===== config.mk =====
export PLATFORM = sky130hd
export DESIGN_NAME = bram_port_arbiter_flat
export DESIGN_NICKNAME = d
export VERILOG_FILES = /design/src/rtl/bram_port_arbiter_if.sv /design/src/rtl/bram_port_arbiter.sv /design/src/flat_wrapper.sv
export SDC_FILE = /design/constraint.sdc
export NUM_CORES = 1
export LEC_CHECK = 0
export BUFFER_PORTS_ARGS = -buffer_cell sky130_fd_sc_hd__buf_2
export CAP_MARGIN = 15
export CORE_ASPECT_RATIO = 1.2
export CORE_MARGIN = 2
export CORE_UTILIZATION = 45
export CTS_BUF_LIST = sky130_fd_sc_hd__clkbuf_16
export DETAILED_ROUTE_END_ITERATION = 16
export PLACE_DENSITY_LB_ADDON = 0.25
export SKIP_CTS_REPAIR_TIMING = 1
export SLEW_MARGIN = 20
export SYNTH_ARGS = -nofsm -noshare
export SYNTH_HDL_FRONTEND = slang
export SYNTH_SLANG_ARGS = --single-unit
export TNS_END_PERCENT = 5

===== constraint.sdc =====
create_clock -name clka -period 3.9 [get_ports clka]
set_clock_uncertainty 0.2 [all_clocks]
set_input_delay 0.585 -clock clka [delete_from_list [all_inputs] [get_ports clka]]
set_output_delay 0.585 -clock clka [all_outputs]
set_load 0.005 [all_outputs]

===== src/rtl/bram_port_arbiter_if.sv =====
// -----------------------------------------------------------------------------
// bram_port_arbiter_if
// Bundles the two requester ports (m0 = core memory stage, m1 = loader/debug)
// and the RAM-side port of the single-port block RAM arbiter.
//
// Signals per requester (mX_*):
//   req    : request, held with fields stable until gnt
//   we     : 1 = write, 0 = read
//   addr   : word address (AW bits)
//   wdata  : write data (DW bits)
//   gnt    : one-cycle accept pulse (combinational in the arbiter)
//   rvalid : one-cycle read-data pulse
//   rdata  : read data, held until the next read for that port completes
// RAM side:
//   ram_wea, ram_addra, ram_dina : registered drives into the RAM
//   ram_douta                    : RAM read data
// Status:
//   busy : arbiter FSM is not idle
//
// Modports:
//   master : requester/system view (drives requests and RAM read data)
//   slave  : arbiter view
// -----------------------------------------------------------------------------
interface bram_port_arbiter_if #(
    parameter int unsigned AW = 7,
    parameter int unsigned DW = 32
);
    // Requester 0
    logic          m0_req;
    logic          m0_we;
    logic [AW-1:0] m0_addr;
    logic [DW-1:0] m0_wdata;
    logic          m0_gnt;
    logic          m0_rvalid;
    logic [DW-1:0] m0_rdata;

    // Requester 1
    logic          m1_req;
    logic          m1_we;
    logic [AW-1:0] m1_addr;
    logic [DW-1:0] m1_wdata;
    logic          m1_gnt;
    logic          m1_rvalid;
    logic [DW-1:0] m1_rdata;

    // RAM side
    logic          ram_wea;
    logic [AW-1:0] ram_addra;
    logic [DW-1:0] ram_dina;
    logic [DW-1:0] ram_douta;

    // Status
    logic          busy;

    modport master (
        output m0_req, m0_we, m0_addr, m0_wdata,
        output m1_req, m1_we, m1_addr, m1_wdata,
        output ram_douta,
        input  m0_gnt, m0_rvalid, m0_rdata,
        input  m1_gnt, m1_rvalid, m1_rdata,
        input  ram_wea, ram_addra, ram_dina,
        input  busy
    );

    modport slave (
        input  m0_req, m0_we, m0_addr, m0_wdata,
        input  m1_req, m1_we, m1_addr, m1_wdata,
        input  ram_douta,
        output m0_gnt, m0_rvalid, m0_rdata,
        output m1_gnt, m1_rvalid, m1_rdata,
        output ram_wea, ram_addra, ram_dina,
        output busy
    );

endinterface


===== src/rtl/bram_port_arbiter.sv =====
// -----------------------------------------------------------------------------
// bram_port_arbiter
// Shares one single-port block RAM (AW x DW) between two requesters with
// one transaction in flight at a time. Arbitration is round-robin or fixed
// priority (m0 wins). All RAM-side drives come straight from registers that
// change only on the edges entering or leaving ACCESS, giving the RAM a full
// clock period of setup/hold around its capture edge.
//
// Parameters:
//   AW         : RAM address width
//   DW         : RAM data width
//   RD_LAT     : RAM read latency in cycles (legal 1..4)
//   FIXED_PRIO : 1 = m0 always wins contention, 0 = round-robin
//
// Ports:
//   clka : clock, everything on the rising edge
//   rsta : synchronous active-high reset
//   bus  : requester + RAM bundle (slave view)
//
// Transaction timing (grant in cycle 0):
//   write : ram_wea high in cycle 1, next grant possible in cycle 2
//   read  : ACCESS cycle 1, WAIT cycles 2..1+RD_LAT, rvalid in 2+RD_LAT
// -----------------------------------------------------------------------------
module bram_port_arbiter #(
    parameter int unsigned AW         = 7,
    parameter int unsigned DW         = 32,
    parameter int unsigned RD_LAT     = 1,
    parameter bit          FIXED_PRIO = 1'b0
) (
    input  logic                clka,
    input  logic                rsta,
    bram_port_arbiter_if.slave  bus
);

    // Wide enough for RD_LAT up to 4.
    localparam int unsigned CW = 3;

    typedef enum logic [1:0] {
        IDLE   = 2'd0,
        ACCESS = 2'd1,
        WAIT   = 2'd2
    } state_t;

    state_t        state;
    logic [CW-1:0] cnt;
    logic          last;
    logic          owner;
    logic          cap_we;

    logic          m0_rvalid;
    logic          m1_rvalid;
    logic [DW-1:0] m0_rdata;
    logic [DW-1:0] m1_rdata;
    logic          ram_wea;
    logic [AW-1:0] ram_addra;
    logic [DW-1:0] ram_dina;
    logic          busy;

    logic          pick1;
    logic          grant;
    logic          sel_we;
    logic [AW-1:0] sel_addr;
    logic [DW-1:0] sel_wdata;

    // Arbitration: choose the winning port and mux its request fields.
    always_comb begin
        pick1     = 1'b0;
        grant     = 1'b0;
        sel_we    = 1'b0;
        sel_addr  = '0;
        sel_wdata = '0;

        // On contention round-robin hands the grant to the port that did not
        // win last time; a sole requester always wins.
        if (bus.m0_req && bus.m1_req) begin
            pick1 = FIXED_PRIO ? 1'b0 : ~last;
        end else begin
            pick1 = bus.m1_req;
        end

        // Grant is suppressed while reset is asserted.
        grant = (state == IDLE) && !rsta && (bus.m0_req || bus.m1_req);

        if (pick1) begin
            sel_we    = bus.m1_we;
            sel_addr  = bus.m1_addr;
            sel_wdata = bus.m1_wdata;
        end else begin
            sel_we    = bus.m0_we;
            sel_addr  = bus.m0_addr;
            sel_wdata = bus.m0_wdata;
        end
    end

    // Sequencer: IDLE -> ACCESS -> (write) IDLE | (read) WAIT x RD_LAT -> IDLE.
    always_ff @(posedge clka) begin
        if (rsta) begin
            state     <= IDLE;
            cnt       <= '0;
            last      <= 1'b1;
            owner     <= 1'b0;
            cap_we    <= 1'b0;
            m0_rvalid <= 1'b0;
            m1_rvalid <= 1'b0;
            m0_rdata  <= '0;
            m1_rdata  <= '0;
            ram_wea   <= 1'b0;
            ram_addra <= '0;
            ram_dina  <= '0;
            busy      <= 1'b0;
        end else begin
            m0_rvalid <= 1'b0;
            m1_rvalid <= 1'b0;

            unique case (state)
                IDLE: begin
                    if (grant) begin
                        owner     <= pick1;
                        last      <= pick1;
                        cap_we    <= sel_we;
                        // RAM drives load on the edge entering ACCESS.
                        ram_wea   <= sel_we;
                        ram_addra <= sel_addr;
                        ram_dina  <= sel_wdata;
                        busy      <= 1'b1;
                        state     <= ACCESS;
                    end
                end

                ACCESS: begin
                    // Address/data stay put; only the write strobe drops.
                    ram_wea <= 1'b0;
                    if (cap_we) begin
                        busy  <= 1'b0;
                        state <= IDLE;
                    end else begin
                        cnt   <= CW'(RD_LAT);
                        state <= WAIT;
                    end
                end

                WAIT: begin
                    cnt <= cnt - CW'(1);
                    // Last WAIT cycle: RAM output is valid now.
                    if (cnt == CW'(1)) begin
                        if (owner) begin
                            m1_rdata  <= bus.ram_douta;
                            m1_rvalid <= 1'b1;
                        end else begin
                            m0_rdata  <= bus.ram_douta;
                            m0_rvalid <= 1'b1;
                        end
                        busy  <= 1'b0;
                        state <= IDLE;
                    end
                end

                default: begin
                    busy  <= 1'b0;
                    state <= IDLE;
                end
            endcase
        end
    end

    assign bus.m0_gnt    = grant & ~pick1;
    assign bus.m1_gnt    = grant &  pick1;
    assign bus.m0_rvalid = m0_rvalid;
    assign bus.m1_rvalid = m1_rvalid;
    assign bus.m0_rdata  = m0_rdata;
    assign bus.m1_rdata  = m1_rdata;
    assign bus.ram_wea   = ram_wea;
    assign bus.ram_addra = ram_addra;
    assign bus.ram_dina  = ram_dina;
    assign bus.busy      = busy;

endmodule


===== src/flat_wrapper.sv =====
// flat-port wrapper written by rule: the top's interface ports become plain ports
module bram_port_arbiter_flat 
#(
    parameter int unsigned AW         = 7,
    parameter int unsigned DW         = 32,
    parameter int unsigned RD_LAT     = 1,
    parameter bit          FIXED_PRIO = 1'b0
)
  (clka, rsta, bus_m0_req, bus_m0_we, bus_m0_addr, bus_m0_wdata, bus_m1_req, bus_m1_we, bus_m1_addr, bus_m1_wdata, bus_ram_douta, bus_m0_gnt, bus_m0_rvalid, bus_m0_rdata, bus_m1_gnt, bus_m1_rvalid, bus_m1_rdata, bus_ram_wea, bus_ram_addra, bus_ram_dina, bus_busy);
  bram_port_arbiter_if #(.AW(AW), .DW(DW)) bus_i ();
  input  logic clka;
  input  logic rsta;
  input wire logic [$bits(bus_i.m0_req)-1:0] bus_m0_req;
  input wire logic [$bits(bus_i.m0_we)-1:0] bus_m0_we;
  input wire logic [$bits(bus_i.m0_addr)-1:0] bus_m0_addr;
  input wire logic [$bits(bus_i.m0_wdata)-1:0] bus_m0_wdata;
  input wire logic [$bits(bus_i.m1_req)-1:0] bus_m1_req;
  input wire logic [$bits(bus_i.m1_we)-1:0] bus_m1_we;
  input wire logic [$bits(bus_i.m1_addr)-1:0] bus_m1_addr;
  input wire logic [$bits(bus_i.m1_wdata)-1:0] bus_m1_wdata;
  input wire logic [$bits(bus_i.ram_douta)-1:0] bus_ram_douta;
  output wire logic [$bits(bus_i.m0_gnt)-1:0] bus_m0_gnt;
  output wire logic [$bits(bus_i.m0_rvalid)-1:0] bus_m0_rvalid;
  output wire logic [$bits(bus_i.m0_rdata)-1:0] bus_m0_rdata;
  output wire logic [$bits(bus_i.m1_gnt)-1:0] bus_m1_gnt;
  output wire logic [$bits(bus_i.m1_rvalid)-1:0] bus_m1_rvalid;
  output wire logic [$bits(bus_i.m1_rdata)-1:0] bus_m1_rdata;
  output wire logic [$bits(bus_i.ram_wea)-1:0] bus_ram_wea;
  output wire logic [$bits(bus_i.ram_addra)-1:0] bus_ram_addra;
  output wire logic [$bits(bus_i.ram_dina)-1:0] bus_ram_dina;
  output wire logic [$bits(bus_i.busy)-1:0] bus_busy;
  assign bus_i.m0_req = bus_m0_req;
  assign bus_i.m0_we = bus_m0_we;
  assign bus_i.m0_addr = bus_m0_addr;
  assign bus_i.m0_wdata = bus_m0_wdata;
  assign bus_i.m1_req = bus_m1_req;
  assign bus_i.m1_we = bus_m1_we;
  assign bus_i.m1_addr = bus_m1_addr;
  assign bus_i.m1_wdata = bus_m1_wdata;
  assign bus_i.ram_douta = bus_ram_douta;
  assign bus_m0_gnt = bus_i.m0_gnt;
  assign bus_m0_rvalid = bus_i.m0_rvalid;
  assign bus_m0_rdata = bus_i.m0_rdata;
  assign bus_m1_gnt = bus_i.m1_gnt;
  assign bus_m1_rvalid = bus_i.m1_rvalid;
  assign bus_m1_rdata = bus_i.m1_rdata;
  assign bus_ram_wea = bus_i.ram_wea;
  assign bus_ram_addra = bus_i.ram_addra;
  assign bus_ram_dina = bus_i.ram_dina;
  assign bus_busy = bus_i.busy;
  bram_port_arbiter #(.AW(AW), .DW(DW), .RD_LAT(RD_LAT), .FIXED_PRIO(FIXED_PRIO)) u_core (.clka(clka), .rsta(rsta), .bus(bus_i));
endmodule

Word-level counts from Yosys, hierarchy flattened
Cells that the tools add are included.
{ "classes": {"add_sub_neg": 1, "mul": 0, "div_mod_pow": 0, "order_cmp": 0, "n_eq_ne": 7, "n_shift": 0, "muxes": 18, "n_bitwise": 7, "reduce_logical": 16} }
{ "ops": {"columns": ["cell", "count"], "rows": [
  ["2-to-1 mux 32 bit", 1],
  ["AND reduction 3 bit", 3],
  ["2-to-1 mux 1 bit", 8],
  ["AND reduction 2 bit", 4],
  ["2-to-1 mux 7 bit", 1],
  ["2-to-1 mux 2 bit", 3],
  ["inequality test 2 x 1 -> 1 bit, second input constant", 3],
  ["case mux 2 bit (3 select lines)", 1],
  ["case mux 3 bit (2 select lines)", 1],
  ["NOT 1 bit", 5],
  ["nonzero test 2 bit", 2],
  ["== test 3 x 1 -> 1 bit, second input constant", 1],
  ["logical AND 1 bit", 3],
  ["2-to-1 mux 3 bit", 1],
  ["case mux 1 bit (3 select lines)", 1],
  ["OR reduction 3 bit", 1],
  ["subtractor 3 x 1 -> 3 bit, second input constant", 1],
  ["AND 1 bit", 2],
  ["== test 2 x 1 -> 1 bit, second input constant", 1],
  ["== test 2 bit, second input constant", 1],
  ["zero test 2 bit", 1],
  ["inequality test 2 bit, second input constant", 1],
  ["case mux 1 bit (2 select lines)", 1],
  ["zero test 1 bit", 1],
  ["logical OR 1 bit", 1]
]} }
{ "totals": {"regBits": 115, "latch_bits": 0, "ramBits": 0, "romBits": 0, "inputBits": 116, "output_inout_bits": 109, "wordCells": 62, "memories": 0} }

Longest topological paths before layout
Gate-level depths: netlist of the first run.
{ "depth": {"ltp_word": 5, "mapped_depth": 7, "ltp_nobuf": 5} }

Worst setup path after synthesis of the first run
Ideal clock, no wire load.
{ "synth_path": {"kind": "in2out", "start": "in rsta", "end": "out bus_m0_gnt", "arrival_time_ns": 1.477, "required_ns": 3.115, "path_slack_ns": 1.638, "cell_stages": 5, "n_path_buf": 3, "path_cell_list": "buf_2 -> nor3_2 -> and3_1 -> buf_4 -> buf_4"} }
{ "synth_via": {"elab_chain_cells": 4} }
{ "synth_rtl": {"columns": ["element", "line_no", "text"], "rows": [
  ["start, declared", "flat_wrapper.sv:12", "input logic rsta;"],
  ["zero test 1 bit", "bram_port_arbiter.sv:82", "grant = (state == IDLE) && !rsta && (bus.m0_req || bus.m1_req);"],
  ["logical AND 1 bit (2 in a row)", "bram_port_arbiter.sv:82", null],
  ["AND 1 bit", "bram_port_arbiter.sv:166", "assign bus.m0_gnt = grant & ~pick1;"],
  ["end, declared", "flat_wrapper.sv:22", "output wire logic [$bits(bus_i.m0_gnt)-1:0] bus_m0_gnt;"]
]} }
Every way passes these cells.

Final worst setup path of the first run
{ "layout_path": {"start": "reg u_core.state[1]", "end": "out bus_m1_gnt"} }
{ "layout_via": {"elab_chain_cells": 4} }
{ "layout_rtl": {"columns": ["element", "line_no", "text"], "rows": [
  ["start, declared", "bram_port_arbiter.sv:44", "state_t state;"],
  ["start signal, assigned", "bram_port_arbiter.sv:98", "state <= IDLE;"],
  ["start signal, assigned", "bram_port_arbiter.sv:126", "state <= ACCESS;"],
  ["start signal, assigned", "bram_port_arbiter.sv:135", "state <= IDLE;"],
  ["zero test 2 bit", "bram_port_arbiter.sv:82", null],
  ["logical AND 1 bit (2 in a row)", "bram_port_arbiter.sv:82", null],
  ["AND 1 bit", "bram_port_arbiter.sv:167", "assign bus.m1_gnt = grant & pick1;"],
  ["end, declared", "flat_wrapper.sv:25", "output wire logic [$bits(bus_i.m1_gnt)-1:0] bus_m1_gnt;"]
]} }
Every way passes these cells.

==> results of run 1 <==
-- logic make-up (layout without fill, tap and decap cells) --
| kind of cell | after synthesis | count (layout) |
|---|---|---|
| compound gates | 189 | 189 |
| flops | 115 | 115 |
| mux | 3 | 3 |
| buf+inv | 60 | 270 |
| fa+ha+maj | 2 | 2 |
| simple gates | 132 | 132 |
-- metal layers --
metal / part of all wire / global-route usage / vias up
met2: 0.50 / 0.381 / 187
met3: 0.089 / 0.0911 / 6
met5: 0 / 0 / -
li1: - / - / 2267
met1: 0.40 / 0.274 / 2189
met4: 0.0082 / 0.0743 / 0
-- area by class of cell --
cell class                 count  area [um2]
sequential                   115        2300
clock buffer                  17         425
inverter                       5        18.8
timing repair buffer         233        1190
multi-input combinational    326        1980
tap                          126         158
fill                         879        3600
clock inverter                15         243
-- layout by cell type (no fill, tap or decap), types with 5 or more instances in the layout --
cell | synthesis | layout
nand3_1 | 69 | 69
clkinv_1 | 0 | 5
a221o_1 | 35 | 35
o21ai_1 | 25 | 25
buf_2 | 14 | 224
bufinv_16 | 0 | 7
nand4_1 | 5 | 5
inv_1 | 4 | 5
a31oi_1 | 5 | 5
a21oi_1 | 70 | 70
o21ai_0 | 45 | 45
dfxtp_1 | 115 | 114
clkbuf_16 | 0 | 17
buf_4 | 8 | 9
and3_1 | 35 | 35
-- metrics by stage --
step / setup WS (ns) / hold WS, ns
3_3_place_gp: 1.31 / 0.255
2_1_floorplan: 1.64 / 0.234
5_1_grt: 0.833 / 0.196
4_1_cts: 1.03 / 0.190
3_5_place_dp: 1.30 / 0.264
6_report: 1.04 / 0.205
-- sequential cells by signal, summed over array words and instances (netlist names) --
register              count
u_core.bus.m0_rdata      32
u_core.bus.m1_rdata      32
u_core.bus.ram_dina      32
u_core.bus.ram_addra      7
u_core.cnt                3
u_core.state              2
u_core.bus.busy           1
u_core.bus.m0_rvalid      1
u_core.bus.m1_rvalid      1
u_core.bus.ram_wea        1
u_core.cap_we             1
u_core.last               1
u_core.owner              1
-- power breakdown --
group          switching, mW  total [mW]  internal (mW)
combinational          0.191       0.348          0.157
sequential            0.0411        1.28           1.24
clock                  0.511        1.76           1.25
-- worst min path at each step --
stage / from / endpoint / slack [ns] / depth (start not counted)
after floorplan: u_core.last / u_core.last / 0.23 / 2
after global placement: u_core.last / u_core.last / 0.25 / 2
after detailed placement: u_core.bus.ram_addra[4] / u_core.bus.ram_addra[4] / 0.26 / 1
after CTS: bus_m0_addr[0] / u_core.bus.ram_addra[0] / 0.19 / 2
after global routing: bus_m0_wdata[0] / u_core.bus.ram_dina[0] / 0.20 / 2
final: bus_m0_wdata[11] / u_core.bus.ram_dina[11] / 0.21 / 2
-- worst reg2reg max path, stage by stage, from the launching register on --
cell	delay [ns]
dfxtp_1	0.60
nand4bb_2	0.78
buf_4	0.50
o21ai_0	0.19
a21oi_1	0.12
==> summary.md, run 1 <==
| Metric | Value |
|---|---|
| RSZ-0062 raised after global routing | false |
| Largest family of logic cells by synthesized area | compound AO/OA/AOI/OAI gates |
| Final Max Slew Viols | 0 |
| Worst Setup SP | u_core.state[1] |
| Critical Path Sink | bus_m1_gnt |
| Final hold violation count | 0 |
| DP HPWL | 8.67 mm |
| Die area | 10,900 um2 |
| Reg2Reg Depth | 4 |
| Post-Synthesis Cells | 501 |
| Pwr Total | 3.38 mW |
| Die H | 114 um |
| Die Width | 95.5 um |
| CTS sink count | 115 |
| Worst vdd ir | 0.266 mV |
| Synth Area per Inst | 9.02 um2 |
| Kind of critical path | register to primary output |
| Netlist cell types | 37 |
| Leakage power | 2.95 nW |
| Total GRT Usage | 0.231 |
| CP max stage delay | 0.58 ns |
| Synth Cell Area | 4520 um2 |
| Asr flop ratio synth | 0 |
| CP Depth | 4 |
| Number of buffers and inverters on the critical path | 2 |
| DR vias/cell | 5.55 |
| Root Driver | clkbuf_16 |
| Cell taking the most area after synthesis | dfxtp_1 |
| Inserted Diodes | 0 |
| Area share of and/or/nand/nor cells after synthesis | 0.163 |
| ANT nets after route | 0 |
| Post-place instance area | 5640 um2 |
| Synth Net Count | 619 |
| Critical Path Fanout Max | 29 |
| Post-synth EDFFs | 0 |
| First-pass GRT wire length | 20.0 mm |
| Fin util | 0.637 |
| Sequential-to-total area share from yosys stat | 0.509 |
| Worst Setup End Kind | primary output |
| Period utilization | 0.732 |
| Sum Neg Setup Slack | 0 ns |
| Clock Latency Late Sink | 0.40 ns |
| Synthesis-to-finish area growth | 39.6% |
| Worst Path Arrival | 2.07 ns |
| Synth top area cells | dfxtp_1 (51%), a21oi_1 (7.7%), a221o_1 (7.7%) |
| Num CTS Buffers | 17 |
| Synth cell count leaders | dfxtp_1 (115), a21oi_1 (70), nand3_1 (69) |
| Reg2Reg Capture Point | u_core.bus.m1_rdata[25] |
| Achievable Freq | 0.350 GHz |
| Mux cell area share after synthesis | 0.00664 |
| Num ports | 225 |
| H-Tree Depth | 4 |
| Vias in the first global route | 4,292 |
| Ys flop type | dfxtp_1 |
| Worst hold path type | input pin to register |
| # DRC | 0 |
| Placed cells | 805 |
| Layout cell share with drive strength beyond 1 | 0.374 |
| Clock buffer depth | 2 |
| P per Cell Area | 536 nW/um2 |
| TritonRoute pass-1 iters | 5 |
| Xor and xnor area share after synthesis | 0 |
| Outcome | completed |
| Nets | 816 |
| Critical Path Source Type | register |
| Syn. warnings | 0 |
| Area share of fa/ha/maj cells after synthesis | 0.00554 |
| Vias | 4,649 |
| Most numerous cell in the Yosys netlist | dfxtp_1 |
| Post-Route WL | 13.0 mm |
| Starting Density | 0.456 |
| Max Cap Viol | 0 |
| Core area | 9910 um2 |
| Slowest library cell on the worst path | nor3_4 |
| Flops & latches, synth | 115 |
| Fin cells | 837 |
| Max-slew headroom | 0.308 |
| Reg2Reg Setup Slack | 1.35 ns |
| Post-synth top area share | 0.509 |
| Final critical-path required period | 2.86 ns |
| Compound-Gate Fraction of Synth Area | 0.255 |
| Routed len/inst | 15.5 um |
| Initial DRC Count | 190 |
| Crit path max-delay family | simple AND/OR/NAND/NOR gates |
| Grt ovf | 0 |
| Worst-Margin Slew | 1.04 ns |
| Final Wtd Congestion | 0.720 |
| Rows | 40 |
| Crit Reg-Reg Startpoint | u_core.state[1] |
| Fin area | 6310 um2 |
| # setup viols final | 0 |
| Largest net degree at the start of global routing | 81 |
| CTS tree | yes |
| CP required | 3.12 ns |
| Clk slew on worst S/H paths | 0.05 ns |
| Port Buffers | 224 |
| Cells along the critical path | nor3_4 > buf_4 > and2_1 > buf_2 |
| Initial antenna violation count | 1 |
Power figures use the tool's default switching activity.
==> run 2: changes to the inputs <==
CORE_UTILIZATION = 41   (was 45)
clock period = 2.5 ns   (was 3.9 ns; I/O delays follow)
==> run 2 against run 1 <==
Effect of this change: the run now ends with negative hold slack left; worst setup slack got worse by 0.81 ns; critical endpoint is now bus_m0_gnt; die area increased by 9.4%; hold slack got worse by 0.21 ns; non-clock buffer count increased by 18; power increased by 44%; via count increased by 2.1%.
==> summary.md, run 2 (synthesis gave the netlist of run 1 again) <==
| Metric | Value |
|---|---|
| Largest regs | u_core.bus.m0_rdata: 32 flops, u_core.bus.m1_rdata: 32 flops, u_core.bus.ram_dina: 32 flops |
| Clk slew on worst S/H paths | 0.05 ns |
| Max-slew headroom | 0.547 |
| ANT nets after route | 0 |
| Max Cap Viol | 0 |
| RSZ-0062 raised after global routing | false |
| Final Wtd Congestion | 0.774 |
| Worst Setup End Kind | primary output |
| CP required | 1.92 ns |
| H-Tree Depth | 4 |
| Worst Path Arrival | 1.69 ns |
| Outcome | finished with violations |
| GRT met1 Usage | 0.262 |
| Die Width | 99.9 um |
| Post-Place Setup Slack | 0.559 ns |
| Clock Latency Late Sink | 0.40 ns |
| Grt ovf | 0 |
| Met3 Use GR | 0.0757 |
| Critical Path Fanout Max | 13 |
| Worst hold path type | input pin to register |
| Core area | 10,900 um2 |
| Worst setup margin | 0.232 ns |
| Fill cells | 971 |
| Multi-input gate area | 1980 um2 |
| Rows | 42 |
| Pwr Total | 4.86 mW |
| DR vias/cell | 5.54 |
| Layout cell share with drive strength beyond 1 | 0.366 |
| Num CTS Buffers | 17 |
| P per Cell Area | 757 nW/um2 |
| CTS sink count | 115 |
| Most common cell after layout, fill and taps aside | buf_2 |
| Root Driver | clkbuf_16 |
| Final Max Slew Viols | 0 |
| Inserted Diodes | 0 |
| Commonest non-fill, non-tap cells in the layout | buf_2 (224), dfxtp_1 (114), a21oi_1 (70) |
| Final critical-path required period | 2.27 ns |
| Worst vdd ir | 0.370 mV |
| Clock buffer depth | 2 |
| Initial antenna violation count | 0 |
| Die H | 119 um |
| Sequential Area | 2300 um2 |
| Initial DRC Count | 280 |
| Total GRT Usage | 0.216 |
| First-pass GRT wire length | 20.8 mm |
| Sum Neg Setup Slack | 0 ns |
| DP HPWL | 8.95 mm |
| Achievable Freq | 0.441 GHz |
| Fin util | 0.591 |
| Die area | 11,900 um2 |
| Leakage power | 2.99 nW |
| Routed len/inst | 15.6 um |
| # DRC | 0 |
| Worst-Margin Slew | 0.680 ns |
| Worst hold slack | -0.00283 ns |
| TritonRoute pass-1 iters | 6 |
| Final hold violation count | 1 |
| Synthesis-to-finish area growth | 42.2% |
| Critical Path Source Type | register |
| Largest net degree at the start of global routing | 67 |
| Nets | 834 |
| Vias | 4,748 |
| Num ports | 225 |
| Vias in the first global route | 4,385 |
| Period utilization | 0.907 |
| Kind of critical path | register to primary output |
| Busiest grt layer | met2 |
| # setup viols final | 0 |
| Post-Route WL | 13.4 mm |
| GR Util met2 | 0.361 |
| Failing checks | negative hold slack |
| Starting Density | 0.416 |
| Port Buffers | 224 |
| CTS tree | yes |
==> run 2: worst max-delay path: stages (launching register included) <==
cell and delay (ns):
dfxtp_1 0.46, nor3_4 0.25, and3_1 0.40, buf_2 0.19
==> run 2: routing by layer <==
metal / routed length [um] / vias to the layer above
met2: 6720 / 199
met3: 1090 / 13
li1: - / 2291
met4: 143 / 0
met1: 5420 / 2245
met5: 0 / -
==> run 2: layout make-up <==
| cell class | instances | share of cell area |
|---|---|---|
| clock buffers | 17 | 0.0662 |
| clock inverters | 11 | 0.0193 |
| inverters | 5 | 0.00292 |
| multi-input cells | 326 | 0.307 |
| flip-flops and latches | 115 | 0.358 |
| well taps | 132 | 0.0257 |
| repair buffers | 251 | 0.220 |
==> run 2: power by group <==
part / switching [mW] / leakage [nW] / internal (mW)
registers: 0.0677 / 0.936 / 1.93
clock network: 0.760 / 0.279 / 1.51
logic: 0.311 / 1.78 / 0.276
total: 1.14 / 2.99 / 3.72
==> run 2: final timing paths <==
path | start | endpoint | slack (ns) | cells past startpoint
worst max register to register | u_core.state[1] | u_core.bus.ram_dina[31] | 0.57 | 5
worst min register to register | u_core.bus.m0_rdata[24] | u_core.bus.m0_rdata[24] | 0.27 | 2
worst min-delay path | bus_m0_wdata[1] | u_core.bus.ram_dina[1] | -0.003 | 2
worst max-delay path | u_core.state[1] | bus_m0_gnt | 0.23 | 3
==> run 2: through the flow <==
| stage | area (um2) | cells |
|---|---|---|
| 2_1_floorplan | 4520 | 501 |
| 3_3_place_gp | 5720 | 813 |
| 3_5_place_dp | 5720 | 813 |
| 4_1_cts | 6270 | 841 |
| 5_1_grt | 6430 | 857 |
| 6_report | 6430 | 857 |
==> run 3: changes to the inputs <==
--- a/config.mk
+++ b/config.mk
@@ -7,2 +7,3 @@
 export LEC_CHECK = 0
+export ABC_CLOCK_PERIOD_IN_PS = 2500
 export BUFFER_PORTS_ARGS = -buffer_cell sky130_fd_sc_hd__buf_2
==> constraint.sdc (replaced) <==
create_clock -name clka -period 2.5 [get_ports clka]
set_clock_uncertainty 0.2 [all_clocks]
set_input_delay 0.125 -clock clka [delete_from_list [all_inputs] [get_ports clka]]
set_output_delay 0.125 -clock clka [all_outputs]
set_load 0.005 [all_outputs]
==> run 3 against run 2 <==
Effect of this change: the run now ends clean; first-iteration DRC count is 20% lower; non-clock buffer count is 97 higher; core utilization is 9.2 points higher; sequential power hardly changed; largest power group unchanged; largest cell class is now non-clock buffers; critical path type is now register to register; die area stayed put; hold slack better by 0.024 ns; clock-buffer cell count stayed put; via count is 10% higher; combinational power is 24% higher.
==> summary.md, run 3 (synthesis gave the netlist of run 1 again) <==
| Metric | Value |
|---|---|
| First-pass GRT wire length | 20.0 mm |
| Largest regs | u_core.bus.m0_rdata: 32 flops, u_core.bus.m1_rdata: 32 flops, u_core.bus.ram_dina: 32 flops |
| Post-Place Setup Slack | 0.581 ns |
| Pwr Total | 5.08 mW |
| Hold Crit Depth | 4 |
| Rows | 42 |
| Final critical-path required period | 2.34 ns |
| Post-Route WL | 15.2 mm |
| RSZ-0062 raised after global routing | false |
| Root Driver | clkbuf_16 |
| Commonest non-fill, non-tap cells in the layout | buf_2 (224), dlygate4sd3_1 (115), dfxtp_1 (114) |
| CTS sink count | 115 |
| Worst Setup End Kind | register |
| Metal-1 WL | 6.23 mm |
| Worst-Margin Slew | 0.678 ns |
| Num CTS Buffers | 17 |
| Synthesis-to-finish area growth | 64.2% |
| Clock network power share | 0.463 |
| Inserted Diodes | 0 |
| DR vias/cell | 5.46 |
| Total GRT Usage | 0.209 |
| Kind of critical path | register to register |
| Clock Latency Late Sink | 0.40 ns |
| Sw frac | 0.242 |
| # setup viols final | 0 |
| Critical Path Fanout Max | 45 |
| Die Width | 99.9 um |
| Psw | 1.23 mW |
| Final Max Slew Viols | 0 |
| Core area | 10,900 um2 |
| Routed wl met2 | 7.59 mm |
| Largest net degree at the start of global routing | 67 |
| ANT nets after route | 0 |
| Final hold violation count | 0 |
| Port Buffers | 224 |
| Routed wl met3 | 1.19 mm |
| Logic pwr share | 0.143 |
| H-Tree Depth | 4 |
| Nets | 931 |
| Critical Path Source Type | register |
| Achievable Freq | 0.428 GHz |
| Worst hold path type | input pin to register |
| CTS tree | yes |
| Leakage power | 3.41 nW |
| Clk slew on worst S/H paths | 0.05 ns |
| Vias | 5,221 |
| Sequential power share | 0.394 |
| Worst Path Arrival | 2.42 ns |
| Worst setup margin | 0.162 ns |
| Vias in the first global route | 4,182 |
| Reg2Reg Depth | 5 |
| Period utilization | 0.935 |
| Clock buffer depth | 2 |
| Die H | 119 um |
| TritonRoute pass-1 iters | 5 |
| Cell Int Power | 3.85 mW |
| Die area | 11,900 um2 |
| Starting Density | 0.416 |
| DP HPWL | 8.78 mm |
| Max Cap Viol | 0 |
| # DRC | 0 |
| Most common cell after layout, fill and taps aside | buf_2 |
| Max-slew headroom | 0.548 |
| Sum Neg Setup Slack | 0 ns |
| Fin util | 0.683 |
| Grt ovf | 0 |
| CP required | 2.58 ns |
| Initial antenna violation count | 0 |
| Max layer used | met4 |
| Num ports | 225 |
| Initial DRC Count | 225 |
| P per Cell Area | 684 nW/um2 |
| Final Wtd Congestion | 0.796 |
| Layout cell share with drive strength beyond 1 | 0.324 |
| Routed len/inst | 15.9 um |
| Worst vdd ir | 0.363 mV |
| Outcome | completed |
[run 3: power groups by stage]
stage               registers (mW)  clock network (mW)  logic, mW
CTS                           2.00                2.38      0.562
floorplan                     2.02                   0      0.304
global placement              2.03                   0      0.550
finish                        2.00                2.35      0.725
global route                  2.01                2.46      0.782
detailed placement            2.03                   0      0.563
[run 3: final timing paths]
path	from	to	slack [ns]
hold / removal	bus_m0_req	u_core.bus.ram_wea	0.02
setup reg to reg	u_core.state[0]	u_core.bus.ram_dina[27]	0.16
hold reg to reg	u_core.bus.m0_rdata[12]	u_core.bus.m0_rdata[12]	0.27
setup / recovery	u_core.state[0]	u_core.bus.ram_dina[27]	0.16
[run 3: layout make-up]
type	instances	area, um2
sequential	115	2300
clock inverter	14	146
timing repair buffer	348	2390
inverter	5	18.8
fill	833	3450
multi-input combinational	326	1980
clock buffer	17	425
tap	132	165
[run 3: stage by stage]
stage               hold slack, ns  instances  area [um2]
finish                      0.0207        957        7420
floorplan                   0.0639        501        4520
global route                0.0337        957        7420
detailed placement           0.155        811        5700
CTS                         -0.271        842        6270
global placement             0.148        811        5700
[run 3: layer usage]
metal | track usage | vias to the layer above
met5 | 0 | -
met4 | 0.0651 | 0
li1 | - | 2495
met2 | 0.351 | 250
met3 | 0.0722 | 24
met1 | 0.250 | 2452
[run 3: worst max-delay path, stage by stage (launching register included)]
cell and delay [ns]:
dfxtp_1 0.64, nor3_4 0.07, buf_4 0.27, and3_1 0.22, a221o_1 0.26, dlygate4sd3_1 0.56
